### src/rtl/pipe_hazard_ctrl.sv
// Hazard and sequencing controller for the ID/EX/WB pipeline.
// It handles operand forwarding, load-use stalls, branch flush, the mul/div handshake and the halt drain.
module pipe_hazard_ctrl #(
    parameter int REG_W        = 4,
    parameter int DRAIN_CYCLES = 2,
    parameter int MD_TIMEOUT   = 64
) (
    input  logic             clk_i,
    input  logic             rst_i,
    input  logic             id_valid_i,
    input  logic [REG_W-1:0] id_rs1_i,
    input  logic [REG_W-1:0] id_rs2_i,
    input  logic             id_rs1_used_i,
    input  logic             id_rs2_used_i,
    input  logic             id_is_halt_i,
    input  logic             id_is_muldiv_i,
    input  logic             ex_valid_i,
    input  logic             ex_reg_wr_i,
    input  logic             ex_is_load_i,
    input  logic             ex_r0_en_i,
    input  logic [REG_W-1:0] ex_rd_i,
    input  logic             ex_branch_taken_i,
    input  logic             wb_valid_i,
    input  logic             wb_reg_wr_i,
    input  logic             wb_r0_en_i,
    input  logic [REG_W-1:0] wb_rd_i,
    input  logic             md_done_i,
    output logic [1:0]       fwd_a_o,
    output logic [1:0]       fwd_b_o,
    output logic             stall_id_o,
    output logic             bubble_ex_o,
    output logic             hold_ex_o,
    output logic             bubble_wb_o,
    output logic             flush_id_o,
    output logic             md_start_o,
    output logic             md_err_o,
    output logic             halt_sys_o
);

    localparam int CNT_W = $clog2((MD_TIMEOUT > DRAIN_CYCLES) ? MD_TIMEOUT : DRAIN_CYCLES) + 1;
    localparam logic [CNT_W-1:0] MD_LAST = CNT_W'(MD_TIMEOUT - 1);
    localparam logic [CNT_W-1:0] DR_LAST = CNT_W'(DRAIN_CYCLES - 1);
    localparam logic [CNT_W-1:0] CNT_ONE = CNT_W'(1);
    localparam logic [CNT_W-1:0] CNT_ZERO = CNT_W'(0);

    localparam logic [2:0] ST_RUN      = 3'd0;
    localparam logic [2:0] ST_LD_STALL = 3'd1;
    localparam logic [2:0] ST_MD_WAIT  = 3'd2;
    localparam logic [2:0] ST_DRAIN    = 3'd3;
    localparam logic [2:0] ST_HALTED   = 3'd4;

    // A stage that also writes R0 (mul/div high half) matches any read of R0.
    function automatic logic src_match(
        input logic             used,
        input logic             valid,
        input logic             reg_wr,
        input logic             r0_en,
        input logic [REG_W-1:0] rd,
        input logic [REG_W-1:0] src
    );
        return used & valid & ((reg_wr & (rd == src)) | (r0_en & (src == {REG_W{1'b0}})));
    endfunction

    logic [2:0]       state_q, state_d;
    logic [CNT_W-1:0] cnt_q, cnt_d;
    logic             md_start_q, md_start_d;
    logic             md_err_q, md_err_d;
    logic             halt_q, halt_d;

    logic ex_a_s, ex_b_s, wb_a_s, wb_b_s, load_use_s;

    // Source matches against EX and WB, and the forwarding selects (EX wins over WB).
    always_comb begin
        ex_a_s = src_match(id_rs1_used_i, ex_valid_i, ex_reg_wr_i, ex_r0_en_i, ex_rd_i, id_rs1_i);
        ex_b_s = src_match(id_rs2_used_i, ex_valid_i, ex_reg_wr_i, ex_r0_en_i, ex_rd_i, id_rs2_i);
        wb_a_s = src_match(id_rs1_used_i, wb_valid_i, wb_reg_wr_i, wb_r0_en_i, wb_rd_i, id_rs1_i);
        wb_b_s = src_match(id_rs2_used_i, wb_valid_i, wb_reg_wr_i, wb_r0_en_i, wb_rd_i, id_rs2_i);
        load_use_s = id_valid_i & ex_is_load_i & (ex_a_s | ex_b_s);

        if (ex_a_s && !ex_is_load_i) begin
            fwd_a_o = 2'd1;
        end else if (wb_a_s) begin
            fwd_a_o = 2'd2;
        end else begin
            fwd_a_o = 2'd0;
        end

        if (ex_b_s && !ex_is_load_i) begin
            fwd_b_o = 2'd1;
        end else if (wb_b_s) begin
            fwd_b_o = 2'd2;
        end else begin
            fwd_b_o = 2'd0;
        end
    end

    // Sequencing FSM: next state, counter and pipeline control strobes.
    always_comb begin
        state_d     = state_q;
        cnt_d       = cnt_q;
        md_start_d  = 1'b0;
        md_err_d    = md_err_q;
        halt_d      = 1'b0;
        stall_id_o  = 1'b0;
        bubble_ex_o = 1'b0;
        hold_ex_o   = 1'b0;
        bubble_wb_o = 1'b0;
        flush_id_o  = 1'b0;

        case (state_q)
            ST_RUN: begin
                if (ex_branch_taken_i) begin
                    flush_id_o  = 1'b1;
                    bubble_ex_o = 1'b1;
                end else if (load_use_s) begin
                    stall_id_o  = 1'b1;
                    bubble_ex_o = 1'b1;
                    state_d     = ST_LD_STALL;
                end else if (id_valid_i && id_is_halt_i) begin
                    state_d = ST_DRAIN;
                    cnt_d   = CNT_ZERO;
                end else if (id_valid_i && id_is_muldiv_i) begin
                    state_d    = ST_MD_WAIT;
                    cnt_d      = CNT_ZERO;
                    md_start_d = 1'b1;
                end else begin
                    state_d = ST_RUN;
                end
            end
            // The stalled instruction advances this cycle, so it may dispatch HALT or mul/div here.
            ST_LD_STALL: begin
                if (id_valid_i && id_is_halt_i) begin
                    state_d = ST_DRAIN;
                    cnt_d   = CNT_ZERO;
                end else if (id_valid_i && id_is_muldiv_i) begin
                    state_d    = ST_MD_WAIT;
                    cnt_d      = CNT_ZERO;
                    md_start_d = 1'b1;
                end else begin
                    state_d = ST_RUN;
                end
            end
            ST_MD_WAIT: begin
                if (md_done_i) begin
                    state_d = ST_RUN;
                    cnt_d   = CNT_ZERO;
                end else if (cnt_q == MD_LAST) begin
                    stall_id_o  = 1'b1;
                    bubble_ex_o = 1'b1;
                    bubble_wb_o = 1'b1;
                    md_err_d    = 1'b1;
                    state_d     = ST_RUN;
                    cnt_d       = CNT_ZERO;
                end else begin
                    stall_id_o  = 1'b1;
                    hold_ex_o   = 1'b1;
                    bubble_wb_o = 1'b1;
                    cnt_d       = cnt_q + CNT_ONE;
                end
            end
            ST_DRAIN: begin
                stall_id_o  = 1'b1;
                bubble_ex_o = 1'b1;
                if (cnt_q == DR_LAST) begin
                    state_d = ST_HALTED;
                    cnt_d   = CNT_ZERO;
                    halt_d  = 1'b1;
                end else begin
                    cnt_d = cnt_q + CNT_ONE;
                end
            end
            ST_HALTED: begin
                stall_id_o  = 1'b1;
                bubble_ex_o = 1'b1;
                halt_d      = 1'b1;
            end
            default: begin
                state_d = ST_RUN;
                cnt_d   = CNT_ZERO;
            end
        endcase
    end

    // State, counter and registered outputs with synchronous reset.
    always_ff @(posedge clk_i) begin
        if (rst_i) begin
            state_q    <= ST_RUN;
            cnt_q      <= CNT_ZERO;
            md_start_q <= 1'b0;
            md_err_q   <= 1'b0;
            halt_q     <= 1'b0;
        end else begin
            state_q    <= state_d;
            cnt_q      <= cnt_d;
            md_start_q <= md_start_d;
            md_err_q   <= md_err_d;
            halt_q     <= halt_d;
        end
    end

    assign md_start_o = md_start_q;
    assign md_err_o   = md_err_q;
    assign halt_sys_o = halt_q;

endmodule

### config.mk
export PLATFORM = sky130hd
export DESIGN_NAME = pipe_hazard_ctrl
export DESIGN_NICKNAME = d
export VERILOG_FILES = /design/src/rtl/pipe_hazard_ctrl.sv
export SDC_FILE = /design/constraint.sdc
export NUM_CORES = 1
export LEC_CHECK = 0
export CELL_PAD_IN_SITES_DETAIL_PLACEMENT = 0
export CELL_PAD_IN_SITES_GLOBAL_PLACEMENT = 1
export CORE_MARGIN = 2
export CORE_UTILIZATION = 27
export DETAILED_ROUTE_END_ITERATION = 12
export HOLD_SLACK_MARGIN = 0.05
export PLACE_DENSITY_LB_ADDON = 0.1
export SLEW_MARGIN = 20
export SYNTH_ARGS = -nofsm -noshare
export SYNTH_HDL_FRONTEND = slang
export SYNTH_SLANG_ARGS = --single-unit
### constraint.sdc
create_clock -name clk_i -period 1.8 [get_ports clk_i]
set_input_delay 0.36 -clock clk_i [delete_from_list [all_inputs] [get_ports clk_i]]
set_output_delay 0.36 -clock clk_i [all_outputs]
set_load 0.03 [all_outputs]
== Word level (Yosys, flattened, before mapping) ==
Index checks and enable logic that the tools add are counted.
Operators by class
  shift operators: 0
  reduce and logical (&&, ||, !) cells: 12
  magnitude comparators: 0
  add/subtract/negate cells: 1
  eq/ne operators: 14
  $mul: 0
  multiplexer cells: 41
  bitwise gates (word level): 25
  divide/modulo/power cells: 0
Operators with widths (number)
  7-bit two-way mux: 7
  7-bit one-hot mux with 5 select lines: 1
  1-bit AND: 18
  3-bit two-way mux: 6
  1-bit two-way mux: 17
  4-bit equality test: 4
  3-bit one-hot mux with 5 select lines: 1
  2-bit two-way mux: 5
  4-bit logical NOT: 2
  7-bit by 1-bit adder with 7-bit output, second input constant: 1
  7-bit by 1-bit equality test with 1-bit output, second input constant: 1
  7-bit by 6-bit equality test with 1-bit output, second input constant: 1
  3-bit by 2-bit equality test with 1-bit output, second input constant: 2
  2-bit inequality test, second input constant: 3
  1-bit one-hot mux with 3 select lines: 2
  3-bit AND reduction: 2
  1-bit bitwise OR: 5
  1-bit logical AND: 4
  1-bit one-hot mux with 2 select lines: 2
  4-bit AND reduction: 1
  3-bit by 1-bit equality test with 1-bit output, second input constant: 1
  3-bit equality test, second input constant: 1
  3-bit logical NOT: 1
  3-bit inequality test, second input constant: 1
  3 further kinds: 4
Storage, ports and cells
  ROM bits: 0
  bits in latches: 0
  bits in writable memories: 0
  input bits: 32
  word-level logic and storage cells: 98
  output and inout port bits: 12
  memories: 0
  register bits after elaboration: 13

== Depth between registers and ports, before layout ==
Gate-level depths: netlist (run 1).
  depth after elaboration: 9
  gate-level depth with buffers: 8
  mapped depth without buffers: 7

== Least setup slack after synthesis (run 1) ==
Ideal clock, no wire load.
  path type: input-to-output
  start point: input port id_rs1_i[3]
  end point: output port fwd_a_o[1]
  buffers on the path: 0
  required time: 1.440 ns
  stages: 5
  arrival: 1.779 ns
  setup slack: -0.339 ns
  path through: xor2_1 -> nor3_1 -> a41oi_1 -> nor2_1 -> nor3_1
Between the ends
  cells in the longest elaborated chain, start to end: 6
  elaborated cells between the ends (all ways): 14
  those cells by class: eq/ne (2); mux (2); bitwise (8); reduce/logical (2)
RTL lines
  from (decl): RTL line 11  | input logic [REG_W-1:0] id_rs1_i,
  4-bit equality test / 4-bit logical NOT (equally long branches): RTL line 61  | return used & valid & ((reg_wr & (rd == src)) | (r0_en & (src == {REG_W{1'b0}})));
  1-bit AND: RTL line 61
  1-bit bitwise OR: RTL line 61
  1-bit AND: RTL line 61
  2-bit two-way mux / 1-bit logical AND (equally long branches): RTL line 82, 80
  2-bit two-way mux *: RTL line 80  | if (ex_a_s && !ex_is_load_i) begin
  to (decl): RTL line 28  | output logic [1:0] fwd_a_o,
Every way passes the cells marked *; elsewhere a longest branch is shown, timed or not.

== Worst setup path after layout (run 1) ==
  start point: input port ex_rd_i[0]
  end point: output port stall_id_o
Between the ends
  cells in the longest elaborated chain, start to end: 9
  elaborated cells between the ends (all ways): 13
  those cells by class: eq/ne (2); mux (3); bitwise (8)
RTL lines
  from (decl): RTL line 21  | input logic [REG_W-1:0] ex_rd_i,
  4-bit equality test: RTL line 61
  1-bit AND: RTL line 61
  1-bit bitwise OR: RTL line 61
  1-bit AND: RTL line 61
  1-bit bitwise OR *: RTL line 78  | load_use_s = id_valid_i & ex_is_load_i & (ex_a_s | ex_b_s);
  1-bit AND *: RTL line 78
  1-bit two-way mux *: RTL line 115  | end else if (load_use_s) begin
  1-bit two-way mux *: RTL line 112  | if (ex_branch_taken_i) begin
  1-bit one-hot mux with 3 select lines *: RTL line 110  | case (state_q)
  to (decl): RTL line 30  | output logic stall_id_o,
Marks and branches as above.

==> results of run 1 <==
-- logic make-up after synthesis --
| group | Yosys count | synth area share [%] |
|---|---|---|
| fa+ha+maj | 2 | 2.328 |
| simple gates | 49 | 26.08 |
| xor+xnor | 16 | 13.04 |
| buf+inv | 9 | 4.540 |
| flops | 13 | 24.21 |
| compound gates | 43 | 29.80 |
-- power groups by stage --
stage | clock, µW | sequential, µW | combinational (µW)
floorplan | 0 | 303 | 114
CTS | 272 | 296 | 326
global route | 290 | 296 | 363
global placement | 0 | 301 | 298
detailed placement | 0 | 302 | 301
finish | 265 | 296 | 338
-- Yosys cell counts (2+ instances only) --
cell type | n | area share (%)
sky130_fd_sc_hd__a211oi_1 | 3 | 2.1
sky130_fd_sc_hd__a21oi_1 | 8 | 3.7
sky130_fd_sc_hd__a311oi_1 | 4 | 3.3
sky130_fd_sc_hd__a32oi_1 | 2 | 1.6
sky130_fd_sc_hd__and2_1 | 2 | 1.2
sky130_fd_sc_hd__buf_6 | 2 | 2.1
sky130_fd_sc_hd__dfxtp_1 | 13 | 24
sky130_fd_sc_hd__ha_1 | 2 | 2.3
sky130_fd_sc_hd__inv_1 | 6 | 2.1
sky130_fd_sc_hd__nand2_1 | 12 | 4.2
sky130_fd_sc_hd__nand2b_1 | 3 | 1.7
sky130_fd_sc_hd__nand3_1 | 3 | 1.4
sky130_fd_sc_hd__nor2_1 | 6 | 2.1
sky130_fd_sc_hd__nor2b_1 | 3 | 1.7
sky130_fd_sc_hd__nor3_1 | 6 | 2.8
sky130_fd_sc_hd__nor4_1 | 2 | 1.2
sky130_fd_sc_hd__o211a_1 | 2 | 1.9
sky130_fd_sc_hd__o211ai_1 | 3 | 2.1
sky130_fd_sc_hd__o21a_1 | 4 | 2.8
sky130_fd_sc_hd__o21ai_0 | 3 | 1.4
sky130_fd_sc_hd__o21ai_1 | 2 | 0.93
sky130_fd_sc_hd__or3_1 | 2 | 1.2
sky130_fd_sc_hd__xnor2_1 | 6 | 4.9
sky130_fd_sc_hd__xor2_1 | 10 | 8.1
-- area by class of cell --
type | count | area share (%)
Inverter | 6 | 1.004
Multi-Input combinational cell | 110 | 43.92
Tap cell | 48 | 2.679
Sequential cell | 13 | 11.77
Clock buffer | 4 | 2.009
Timing Repair Buffer | 102 | 38.62
-- worst paths after layout --
kind                              start               endpoint  slack [ns]  cells after the start
setup / recovery             ex_rd_i[0]             stall_id_o       -0.23                      8
hold / removal    md_err_o$_SDFFE_PP0P_  md_err_o$_SDFFE_PP0P_        0.45                      2
setup reg to reg  cnt_q[1]$_SDFFE_PP0P_  cnt_q[3]$_SDFFE_PP0P_        0.04                      7
hold reg to reg   md_err_o$_SDFFE_PP0P_  md_err_o$_SDFFE_PP0P_        0.45                      2
-- flip-flops by register name (all words and copies together) (netlist names) --
signal	count
cnt_q	7
halt_sys_o	1
md_err_o	1
md_start_o	1
state_q	3
-- critical path: stages --
cell and delay (ns):
sky130_fd_sc_hd__buf_6 0.10, sky130_fd_sc_hd__buf_6 0.10, sky130_fd_sc_hd__xor2_1 0.15, sky130_fd_sc_hd__nor3_2 0.25, sky130_fd_sc_hd__a41o_1 0.27, sky130_fd_sc_hd__o21ai_4 0.08
sky130_fd_sc_hd__o211ai_1 0.17, sky130_fd_sc_hd__buf_4 0.18
-- through the flow --
stage | total power (µW) | std cells | cell area (µm²) | setup WS [ns]
3_5_place_dp | 602.6 | 265 | 1913 | -0.8493
4_1_cts | 893.6 | 279 | 2143 | -0.2921
6_report | 899.1 | 283 | 2242 | -0.2268
3_3_place_gp | 599.0 | 265 | 1913 | -0.8143
2_1_floorplan | 416.6 | 132 | 1131 | -0.1957
5_1_grt | 949.8 | 283 | 2242 | -0.2734
-- routing by layer --
| layer | share of wire (%) | up-vias | global-route usage, % |
|---|---|---|---|
| met3 | 3.5 | 2 | 3.885 |
| li1 | - | 704 | - |
| met2 | 52 | 22 | 33.17 |
| met4 | 0.48 | 0 | 3.061 |
| met1 | 44 | 629 | 22.34 |
| met5 | 0 | - | 0 |
-- repair_timing --
action                     CTS  global route
buffers inserted            10             6
setup endpoints to repair   18            16
gates resized for setup    118            16
cloned                       0             0
pin swaps                   28            16
==> summary.txt, run 1 <==
Required time of the worst setup path - 1.44 ns
Largest net degree at the start of global routing - 13
# port buffers - 43
Sort of element at the start of the critical path - input port
Die width - 67.09 µm
Count of filler cells inserted in the layout - 343
Mean instance size in the synthesized netlist - 8.142 µm²
Post-route worst setup slack - -0.2268 ns
Setup repair after global routing missed its margin - yes
Net switching fraction of the power - 29.49%
Clock root buffer - sky130_fd_sc_hd__clkbuf_8
Data arrival at the endpoint of the critical path - 1.67 ns
Clk network pwr share - 29.5%
Router iterations before antenna repair - 4
Net Switching - 265.1 µW
Maximum operating frequency - 0.4934 GHz
Cell area after technology mapping - 0.001075 mm²
Run status - finished with violations
Setup TNS Final - -0.7331 ns
Hold buffers post-CTS - 0
Post-route core utilization - 59.89%
Final Net Count - 270
Post-route worst hold slack - 0.4468 ns
Total inserted antenna cells - 0
Clock latency of the later-clocked register in the worst-skew pair - 0.24 ns
Avg Vias per Cell - 4.795
Floorplan Core Area - 0.003744 mm²
Half-perimeter wire length after placement - 2876 µm
Fraction of final layout cells with drive strength greater than 1 - 52.34%
Post-synthesis sequential area ratio - 24.21%
Period utilisation layout - 112.6%
WS Path Type - in2out
Critical Path End Type - output pin
Multi-input gate area - 984.7 µm²
Transition time at the pin with the least slew margin - 0.3407 ns
Prevailing post-synth register cell - sky130_fd_sc_hd__dfxtp_1
CTS Sinks - 13
Number of different library cells in the post-synthesis netlist - 47
Synthesized netlist net count - 166
Overflow after GRT - 0
Register bit count reported by yosys - 13
Total of max-cap violations - 0
Clock tree from TritonCTS - yes
Site row count - 22
Hold crit path type - reg2reg
Final critical delay including setup and external delays - 2.027 ns
Yosys synthesis warning count - 0
Total detailed-routing wirelength - 3784 µm
Power share of the sequential group - 33.0%
CTS buffer count - 3
Height of the chip - 67.09 µm
Clk buf depth - 2
Slew headroom - 76.70%
Remaining number of nets flagged by the antenna check after routing - 0
Routed len/inst - 13.37 µm
Io pins - 44
DRC violation count after routing - 0
Power density over the cells - 401.0 mW/mm²
First-pass GRT wire length - 6272 µm
Starting Density - 28.71%
IR drop worst, VDD - 0.0003395 V
Final count of hold timing violations - 0
Overall die area - 0.004501 mm²
Aggregate global-route resource usage - 18.36%
Leakage dissipation - 0.0009429 µW
Number of antenna violations at the first check in global routing - 0
Routed via count - 1357
Most frequent cells in the layout - 57 x sky130_fd_sc_hd__buf_4, 17 x sky130_fd_sc_hd__buf_6, 10 x sky130_fd_sc_hd__nand2_1, 10 x sky130_fd_sc_hd__dfxtp_1, 10 x sky130_fd_sc_hd__clkdlybuf4s50_1
Cell internal pwr - 633.9 µW
Number of slew-limit violations in the final report - 0
Post-synth EDFFs - 0
Most common cell after layout, fill and taps aside - sky130_fd_sc_hd__buf_4
DRC marker count from the first detailed-route iteration - 47
Layout area overhead - 108.6%
Final clock skew - 0.005570 ns
Synthesized netlist cell count - 132
Register clock-pin slew on the reported worst setup and hold paths - 0.06 ns
Violated checks - setup timing
Async set or reset register ratio after synthesis - 0%
CP max FO - 3
Routability Congestion - 0.8219
Setup-failing EPs final - 5
Clock H-tree levels - 1
Via count of the first global-routing pass - 1362
Comb pwr share - 37.6%
Reg area - 264.0 µm²
(Power assumes the default switching activity.)
==> inputs of run 2 (changes only) <==
--- a/config.mk
+++ b/config.mk
@@ -11,7 +11,9 @@
 export CORE_UTILIZATION = 27
 export DETAILED_ROUTE_END_ITERATION = 12
 export HOLD_SLACK_MARGIN = 0.05
+export MAX_ROUTING_LAYER = met4
 export PLACE_DENSITY_LB_ADDON = 0.1
+export RECOVER_POWER = 100
 export SLEW_MARGIN = 20
 export SYNTH_ARGS = -nofsm -noshare
 export SYNTH_HDL_FRONTEND = slang
==> summary.txt, run 2 (synthesis gave the netlist of run 1 again) <==
Routed len/inst - 13.38 µm (about the same)
Die width - 67.09 µm (unchanged)
Number of flip-flops under the largest register name - 7 (unchanged)
First-pass GRT wire length - 6279 µm (+0.11%)
Hold crit path type - reg2reg
Clock H-tree levels - 1 (unchanged)
Data arrival at the endpoint of the critical path - 1.67 ns (about the same)
Half-perimeter wire length after placement - 2876 µm (unchanged)
Top register by number of flip-flops - cnt_q
Clk buf depth - 2 (unchanged)
Register clock-pin slew on the reported worst setup and hold paths - 0.06 ns (about the same)
Setup TNS Final - -0.7395 ns (-0.006410 ns)
Final count of hold timing violations - 0 (unchanged)
CTS Sinks - 13 (unchanged)
Router iterations before antenna repair - 4 (unchanged)
Height of the chip - 67.09 µm (unchanged)
Final clock skew - 0.005527 ns (-0.00004280 ns)
# port buffers - 43 (unchanged)
Maximum operating frequency - 0.4928 GHz (-0.12%)
Cells on worst reg2reg path - 7 (unchanged)
Layout area overhead - 108.4%
Number of antenna violations at the first check in global routing - 0 (unchanged)
Clock root buffer - sky130_fd_sc_hd__clkbuf_8
Period utilisation layout - 112.7% (+0.14 points)
Most frequent cells in the layout - 57 x sky130_fd_sc_hd__buf_4, 17 x sky130_fd_sc_hd__buf_6, 10 x sky130_fd_sc_hd__nand2_1, 10 x sky130_fd_sc_hd__dfxtp_1
Run status - finished with violations
Clock tree from TritonCTS - yes
DRC marker count from the first detailed-route iteration - 49 (+4.3%)
Final std cells w/o fill - 283 (unchanged)
IR drop worst, VDD - 0.0003393 V (about the same)
Violated checks - setup timing
Post-route worst hold slack - 0.4434 ns (-0.003445 ns)
Sort of element at the start of the critical path - input port
Routed via count - 1355 (-0.15%)
Required time of the worst setup path - 1.44 ns (about the same)
Total detailed-routing wirelength - 3786 µm (about the same)
Slew headroom - 76.70% (unchanged)
Critical Path End Type - output pin
Final critical delay including setup and external delays - 2.029 ns (+0.002431 ns)
Io pins - 44 (unchanged)
Number of slew-limit violations in the final report - 0 (unchanged)
DRC violation count after routing - 0 (unchanged)
Leading registers by flop count - cnt_q (7), state_q (3)
Worst hold path depth - 2 (unchanged)
Via count of the first global-routing pass - 1362 (unchanged)
Power density over the cells - 401.3 mW/mm² (about the same)
CP max FO - 3 (unchanged)
Setup repair after global routing missed its margin - yes
Aggregate global-route resource usage - 18.83% (+0.48 points)
Floorplan Core Area - 0.003744 mm² (unchanged)
Total of max-cap violations - 0 (unchanged)
Setup-failing EPs final - 5 (unchanged)
Count of filler cells inserted in the layout - 344 (+0.29%)
Remaining number of nets flagged by the antenna check after routing - 0 (unchanged)
Most common cell after layout, fill and taps aside - sky130_fd_sc_hd__buf_4
Clock latency of the later-clocked register in the worst-skew pair - 0.24 ns (about the same)
Overall die area - 0.004501 mm² (unchanged)
Hold buffers post-CTS - 0 (unchanged)
Final Net Count - 270 (unchanged)
Avg Vias per Cell - 4.788 (-0.15%)
Routability Congestion - 0.8342 (+1.5%)
Post-place setup slack - -0.8493 ns (unchanged)
Post-Place Cells - 265 (unchanged)
Starting Density - 28.71% (unchanged)
Site row count - 22 (unchanged)
WS Path Type - in2out
Post-route worst setup slack - -0.2293 ns (-0.002431 ns)
Fraction of final layout cells with drive strength greater than 1 - 51.91% (-0.43 points)
Transition time at the pin with the least slew margin - 0.3407 ns (+0.0000003576 ns)
Largest net degree at the start of global routing - 13 (unchanged)
CTS buffer count - 3 (unchanged)
Overflow after GRT - 0 (unchanged)
Total inserted antenna cells - 0 (unchanged)
Leakage dissipation - 0.0009566 µW (+1.4%)
[run 2: timing repair]
item                       4_1_cts  5_1_grt
buffers inserted                10        6
gates resized for setup        118       16
setup endpoints to repair       18       16
pin swaps                       28       16
hold endpoints to repair         0        0
[run 2: critical path, stage by stage]
cell	delay, ns
sky130_fd_sc_hd__buf_6	0.10
sky130_fd_sc_hd__buf_6	0.10
sky130_fd_sc_hd__xor2_1	0.15
sky130_fd_sc_hd__nor3_2	0.26
sky130_fd_sc_hd__a41o_1	0.27
sky130_fd_sc_hd__o21ai_4	0.08
sky130_fd_sc_hd__o211ai_1	0.17
sky130_fd_sc_hd__buf_4	0.18
[run 2: where the power goes]
group	total, µW	switching, µW	internal [µW]
sequential	296	3.88	292
clock	265	109	156
combinational	337	152	185
[run 2: cell type report]
| type | count | area [µm²] | area share [%] |
|---|---|---|---|
| clock buffer | 4 | 45.04 | 2.011 |
| inverter | 6 | 22.52 | 1.006 |
| multi-input combinational | 110 | 982.2 | 43.85 |
| sequential | 13 | 264.0 | 11.79 |
| tap | 48 | 60.06 | 2.682 |
| timing repair buffer | 102 | 865.8 | 38.66 |
[run 2: final timing paths]
path	from	to	slack (ns)
setup / recovery	ex_rd_i[0]	stall_id_o	-0.23
hold / removal	md_err_o$_SDFFE_PP0P_	md_err_o$_SDFFE_PP0P_	0.44
setup reg to reg	cnt_q[1]$_SDFFE_PP0P_	cnt_q[3]$_SDFFE_PP0P_	0.04
hold reg to reg	md_err_o$_SDFFE_PP0P_	md_err_o$_SDFFE_PP0P_	0.44
[run 2: metrics by stage]
| stage | power (µW) | util (%) | area (µm²) |
|---|---|---|---|
| 3_3_place_gp | 599.0 | 51.10 | 1913 |
| 5_1_grt | 949.6 | 59.83 | 2240 |
| 6_report | 898.8 | 59.83 | 2240 |
| 4_1_cts | 893.6 | 57.25 | 2143 |
| 3_5_place_dp | 602.6 | 51.10 | 1913 |
| 2_1_floorplan | 416.6 | - | 1131 |
[run 2: layer usage]
metal | wire (µm) | share of wire, % | vias up | track usage [%]
li1 | - | - | 703 | -
met1 | 1653 | 44 | 628 | 22.34
met2 | 1982 | 52 | 22 | 33.17
met3 | 135 | 3.6 | 2 | 3.885
met4 | 14 | 0.37 | 0 | 3.061
met5 | 0 | 0 | - | -
